$ cat src/rtl/dnn_argmax_fix.sv
// Argmax classifier stage: captures engine scores on a rising in_valid and scans
// them one class per cycle, reporting winning index, its score and the margin to
// the runner-up.
module dnn_argmax_fix #(
    parameter int unsigned DATA_WIDTH = 5,
    parameter int unsigned N_CLASSES  = 10,
    parameter int unsigned IDX_WIDTH  = 4
) (
    input  logic                                 clk,
    input  logic                                 rst,
    input  logic                                 reset,
    input  logic                                 in_valid,
    input  logic [N_CLASSES-1:0][DATA_WIDTH-1:0] scores,
    output logic                                 busy,
    output logic                                 valid,
    output logic [IDX_WIDTH-1:0]                 class_idx,
    output logic [DATA_WIDTH-1:0]                class_score,
    output logic [DATA_WIDTH:0]                  margin
);

    localparam logic [IDX_WIDTH-1:0]         LAST_IDX = IDX_WIDTH'(N_CLASSES - 1);
    localparam logic signed [DATA_WIDTH-1:0] MOST_NEG = {1'b1, {(DATA_WIDTH-1){1'b0}}};

    typedef enum logic [1:0] {
        ST_IDLE = 2'd0,
        ST_SCAN = 2'd1,
        ST_DONE = 2'd2
    } state_t;

    state_t                        state;
    logic signed [DATA_WIDTH-1:0]  score_q [N_CLASSES];
    logic signed [DATA_WIDTH-1:0]  best;
    logic signed [DATA_WIDTH-1:0]  second;
    logic [IDX_WIDTH-1:0]          best_idx;
    logic [IDX_WIDTH-1:0]          idx;
    logic                          in_valid_q;

    logic                          start_c;
    logic signed [DATA_WIDTH-1:0]  cur_c;
    logic signed [DATA_WIDTH-1:0]  nxt_best_c;
    logic signed [DATA_WIDTH-1:0]  nxt_second_c;
    logic [IDX_WIDTH-1:0]          nxt_best_idx_c;
    logic [DATA_WIDTH:0]           nxt_margin_c;

    assign start_c = in_valid & ~in_valid_q;

    // One compare step of the scan; strict > keeps the lowest index on ties
    always_comb begin
        cur_c          = score_q[idx];
        nxt_best_c     = best;
        nxt_second_c   = second;
        nxt_best_idx_c = best_idx;
        if (cur_c > best) begin
            nxt_second_c   = best;
            nxt_best_c     = cur_c;
            nxt_best_idx_c = idx;
        end else if (cur_c > second) begin
            nxt_second_c = cur_c;
        end
        nxt_margin_c = {nxt_best_c[DATA_WIDTH-1], nxt_best_c}
                     - {nxt_second_c[DATA_WIDTH-1], nxt_second_c};
    end

    // Scan FSM, score capture and registered results
    always_ff @(posedge clk or negedge rst) begin
        if (!rst) begin
            state       <= ST_IDLE;
            best        <= '0;
            second      <= '0;
            best_idx    <= '0;
            idx         <= '0;
            in_valid_q  <= 1'b0;
            busy        <= 1'b0;
            valid       <= 1'b0;
            class_idx   <= '0;
            class_score <= '0;
            margin      <= '0;
            for (int i = 0; i < int'(N_CLASSES); i++) begin
                score_q[i] <= '0;
            end
        end else if (reset) begin
            state       <= ST_IDLE;
            best        <= '0;
            second      <= '0;
            best_idx    <= '0;
            idx         <= '0;
            in_valid_q  <= 1'b0;
            busy        <= 1'b0;
            valid       <= 1'b0;
            class_idx   <= '0;
            class_score <= '0;
            margin      <= '0;
            for (int i = 0; i < int'(N_CLASSES); i++) begin
                score_q[i] <= '0;
            end
        end else begin
            in_valid_q <= in_valid;
            case (state)
                ST_IDLE, ST_DONE: begin
                    if (start_c) begin
                        for (int i = 0; i < int'(N_CLASSES); i++) begin
                            score_q[i] <= scores[i];
                        end
                        best     <= scores[0];
                        best_idx <= '0;
                        second   <= MOST_NEG;
                        idx      <= IDX_WIDTH'(1);
                        busy     <= 1'b1;
                        valid    <= 1'b0;
                        state    <= ST_SCAN;
                    end
                end
                ST_SCAN: begin
                    best     <= nxt_best_c;
                    second   <= nxt_second_c;
                    best_idx <= nxt_best_idx_c;
                    if (idx == LAST_IDX) begin
                        busy        <= 1'b0;
                        valid       <= 1'b1;
                        class_idx   <= nxt_best_idx_c;
                        class_score <= nxt_best_c;
                        margin      <= nxt_margin_c;
                        state       <= ST_DONE;
                    end else begin
                        idx <= idx + IDX_WIDTH'(1);
                    end
                end
                default: state <= ST_IDLE;
            endcase
        end
    end

endmodule

$ cat config.mk
export PLATFORM = sky130hd
export DESIGN_NAME = dnn_argmax_fix
export DESIGN_NICKNAME = d
export VERILOG_FILES = /design/src/rtl/dnn_argmax_fix.sv
export SDC_FILE = /design/constraint.sdc
export NUM_CORES = 1
export LEC_CHECK = 0
export CAP_MARGIN = 0
export CORE_MARGIN = 1
export CORE_UTILIZATION = 35
export DETAILED_ROUTE_END_ITERATION = 6
export SLEW_MARGIN = 15
export SYNTH_ARGS = -nofsm -noshare
export SYNTH_HDL_FRONTEND = slang
export SYNTH_SLANG_ARGS = --single-unit
export TNS_END_PERCENT = 5
$ cat constraint.sdc
create_clock -name clk -period 11.7 [get_ports clk]
set_input_delay 3.51 -clock clk [delete_from_list [all_inputs] [get_ports clk]]
set_output_delay 3.51 -clock clk [all_outputs]
set_load 0.01 [all_outputs]
==> Yosys cells after proc, flatten, opt, wreduce, memory -nomap -nowiden <==
Index checks and enable logic that the tools add are counted.
{ "op_classes": {"addsub": 2, "mul": 0, "div": 0, "order_cmp": 3, "eq_ne": 6, "n_shift": 0, "mux": 45, "n_bitwise": 3, "n_reduce_logical": 13} }
{ "op_table": {"columns": ["op", "count"], "rows": [
  ["two-way mux 50 bit", 3],
  ["two-way mux 5 bit", 12],
  ["two-way mux 4 bit", 9],
  ["binary-select mux 5 bit (select 4 bit)", 1],
  ["case mux 5 bit (2 select lines)", 2],
  ["two-way mux 6 bit", 3],
  ["case mux 4 bit (2 select lines)", 2],
  ["greater-than comparator 5 bit", 2],
  ["inequality test 3 bit (second input constant)", 3],
  ["AND reduction 2 bit", 4],
  ["nonzero test 2 bit", 4],
  ["two-way mux 1 bit", 7],
  ["two-way mux 2 bit", 3],
  ["AND reduction 3 bit", 2],
  ["subtractor 5 x 5 -> 6 bit", 1],
  [">= comparator 5 bit (second input constant)", 1],
  ["NOT 4 -> 5 bit", 1],
  ["adder 4 x 1 -> 4 bit (second input constant)", 1],
  ["equality test 4 bit (second input constant)", 1],
  ["case mux 1 bit (2 select lines)", 2],
  ["case mux 2 bit (2 select lines)", 1],
  ["nonzero test 3 bit", 1],
  ["equality test 2 x 1 -> 1 bit (second input constant)", 1],
  ["equality test 2 bit (second input constant)", 1],
  ["other kinds (4)", 4]
]} }
{ "totals": {"register_bits": 88, "latch_bits": 0, "mem_bits_rw": 0, "rom_bits": 0, "input_bits": 54, "elab_cells": 93, "n_memories": 0} }

==> Longest topological paths before layout <==
{ "logic_depth": {"word_depth": 11, "mapped_depth": 21, "ltp_nobuf": 18} }

==> Worst setup path after synthesis <==
Ideal clock, no wire load.
{ "synth_timing": {"kind": "input-to-reg", "startpoint": "input in_valid", "endpoint": "register score_q[17] (netlist bit)", "setup_ps": 78, "t_arrival_ps": 4584, "t_required_ps": 11622, "setup_slack_ps": 7038, "cell_stages": 7, "path_buffers": 3, "cell_sequence": "nand2b_1 > or2_2 > clkbuf_1 > clkbuf_1 > clkbuf_1 > nand2_1 > a21oi_1"} }
{ "synth_between": {"elab_chain_cells": 3} }
{ "synth_lines": {"columns": ["element", "line", "rtl"], "rows": [
  ["start, declared", "12", "input logic in_valid,"],
  ["bitwise AND 1 bit", "45", "assign start_c = in_valid & ~in_valid_q;"],
  ["nonzero test 2 bit (no line)", null, null],
  ["AND reduction 2 bit (no line)", null, null],
  ["end signal, assigned by index", "102", "score_q[i] <= scores[i];"],
  ["end, declared", "31", "logic signed [DATA_WIDTH-1:0] score_q [N_CLASSES];"]
]} }
No other way between the ends.
A chain may end at the register's enable or synchronous reset.

==> Final worst setup path <==
{ "layout_timing": {"startpoint": "input in_valid", "endpoint": "register best[1]"} }
{ "layout_between": {"elab_chain_cells": 3} }
{ "layout_lines": {"columns": ["element", "line", "rtl"], "rows": [
  ["bitwise AND 1 bit", "45", null],
  ["inequality test 3 bit (no line)", null, null],
  ["AND reduction 2 bit (no line)", null, null],
  ["end signal, assigned", "104", "best <= scores[0];"],
  ["end signal, assigned", "114", "best <= nxt_best_c;"],
  ["end, declared", "32", "logic signed [DATA_WIDTH-1:0] best;"]
]} }
No other way between the ends.

==> metrics.md <==
| Metric | Value |
|---|---|
| Mapped Area | between 4000 and 5000 µm² |
| Pre-Repair DR Iteration Count | 4 |
| Min cycle time layout | about 5.2 ns |
| Antenna Cells | 0 |
| Ys Warns | 0 |
| Fin util | 43.9% |
| Clock-pin slew on the worst setup and hold paths | 0.06 ns |
| RSZ-0062 raised after global routing | no |
| Iter 0 DRT Violations | 179 |
| Count of pins over their slew limit | 0 |
| Leakage | 2.46 nW |
| Share of layout cells above drive strength 1 | 6.75% |
| GRT Resource Usage Total | between 10% and 20% |
| Sequential area share after synthesis | a little under half |
| Largest net degree at the start of global routing | 90 |
| Reg area | approximately 2200 µm² |
| Most frequent cells in the layout | nand2_1, dfrtp_1, a21oi_1, clkdlybuf4s50_1, nor2_1 |
| CTS H-tree lvls | 3 |
| HPWL Detailed | slightly below 8000 µm |
| Status | finished clean |
| Drt drc | 0 |
| EDFF count, synth | 0 |
| Initial antenna violation count | 0 |
| M1 GR Usage | 22.4% |
| Endpoints failing hold | 0 |
| Die H | 118 µm |
| Post-CTS Setup Bufs | 0 |
| Final hold slack | 0.494 ns |
| Initial Util | 35.9% |
| Flops & latches, synth | 88 |
| Gpl congestion | 0.878 |
| Final worst setup slack | between 6 and 7 ns |
| Die Width | 118 µm |
| Non-filler cells, final | 769 |
| Multi-input logic area | 2320 µm² |
| Row count | 42 |
| Fmax | 0.193 GHz |
| DR vias/cell | a little over 5 |
| Area Growth Syn to Fin | 22.5% |
| Met3 Track Usage GR | 2.36% |
| Rel. slew slack | between 20% and 30% |
| Mean Syn Cell Area | 8.81 µm² |
| Worst VDD drop | 0.0000625 V |
| Wire length per cell | approximately 15 µm |
| Final Cell Area | 5810 µm² |
| Vias in the first global route | approximately 4000 |
| IO buf count | 70 |
| Routed via count | 3948 |
| Dpl cells | 753 |
| Synth unique cells | between 40 and 50 |
| Total power | 0.884 mW |
| Power density over the cells | 152 nW/µm² |
| M2 GR Usage | 30.4% |
| Endpoints failing setup | 0 |
| CP Data Arrival Time | 5.43 ns |
| I/O Pins | about 70 |
| Number of buffers created by CTS | 9 |
| Clock root cell | clkbuf_16 |
| Max_cap viols | 0 |
| Total Wirelength | ~12000 µm |
| # hold bufs at CTS | 0 |
| CTS tree | built |
| Core area | 13200 µm² |
| Commonest non-fill, non-tap cell in the layout | nand2_1 |
| GRT busiest layer | met2 |
| CP required | 11.94 ns |
| Startpoint Class | input port |
| Pre-CTS WS | 6.18 ns |
| Dpl cell area | 5530 µm² |
| Min-Delay Path Class | flip-flop to flip-flop |
| Clock skew | around 0.008 ns |
| First-pass GRT wire length | 19700 µm |
| Final period utilization | 44.3% |
| Worst skew pair latency | 0.34 ns |
| Fillers | 1352 |
| Setup CP Type | input port to flip-flop |
| Gr ovfl total | 0 |
| Clock tree buffer depth | 2 |
| Final ANT Viol Nets | 0 |
| Die area | around 14000 µm² |
| Worst slew pin tran | 1.11 ns |
| Ys async rst share | 100% |
| Clock sinks | 88 |
| NumNets Final | 660 |
| Mapped Cells | 539 |
| Critical Path Fanout Max | 58 |
| Ys flop type | dfrtp_1 |
| Kind of end point of the critical path | flip-flop |
| Synth Net Count | 611 |
| CTS resizes | 0 |
| Final setup TNS | 0 ns |
[cells in the mapped netlist, types with 5 or more instances]
library cell,instances,area [µm²]
nand2_1,138,518
dfrtp_1,88,2200
a21oi_1,82,410
nor2_1,35,131
mux2i_1,24,240
clkbuf_1,23,86.3
ha_1,17,213
inv_1,13,48.8
nand3_1,9,45.0
nor3_1,9,45.0
nor2b_1,8,50.1
mux2_2,7,78.8
buf_2,6,30.0
nand2b_1,6,37.5
o21ai_0,6,30.0
a311oi_1,5,43.8
[routing by layer]
metal | wire, µm | part of all wire, %
met1 | 5460 | 46
met3 | 313 | 2.6
met5 | 0 | 0
met2 | 5750 | 49
met4 | 302 | 2.6
[path summary, 6_finish.rpt]
check / start / endpoint / slack, ns / cells past startpoint
worst min register to register: valid / valid / 0.49 / 1
worst max-delay path: in_valid / best[1] / 6.52 / 5
worst min-delay path: valid / valid / 0.49 / 1
max in group asynchronous: rst / state[0] / 7.53 / 2
worst max register to register: idx[0] / margin[3] / 6.99 / 18
min in group asynchronous: rst / score_q[26] / 3.19 / 1
[cell families after synthesis]
logic type	after synthesis	synth area share, %
xor+xnor	4	0.738
mux	34	7.98
flops	88	46.4
fa+ha+maj	18	4.90
simple gates	220	19.7
buf+inv	51	4.93
compound gates	124	15.4
[registers in the layout, indices dropped and copies added, names as in the netlist]
| register | flops |
|---|---|
| second | 5 |
| busy | 1 |
| best_idx | 4 |
| idx | 4 |
| score_q | 50 |
| class_score | 5 |
| valid | 1 |
| margin | 6 |
| class_idx | 4 |
| best | 5 |
| state | 2 |
| in_valid_q | 1 |
[worst max-delay path: stages]
cell and delay (ns):
clkdlybuf4s50_1 0.43, nand2b_1 0.18, or2_2 0.89, a21oi_1 0.17, a211oi_1 0.25
[cell type report]
class                   instances  area share (%)
clock buffers                  13            4.65
well taps                     176            3.79
flip-flops and latches         88            37.9
repair buffers                 76            12.7
inverters                      13           0.839
clock inverters                 3           0.258
multi-input cells             400            39.9
[report_power, final]
| part | switching (mW) | leakage (nW) | internal (mW) |
|---|---|---|---|
| sequential | 0.0119 | 1.20 | 0.320 |
| clock | 0.117 | 0.145 | 0.160 |
| combinational | 0.154 | 1.12 | 0.121 |
| total | 0.283 | 2.46 | 0.602 |
(Power assumes the default switching activity.)
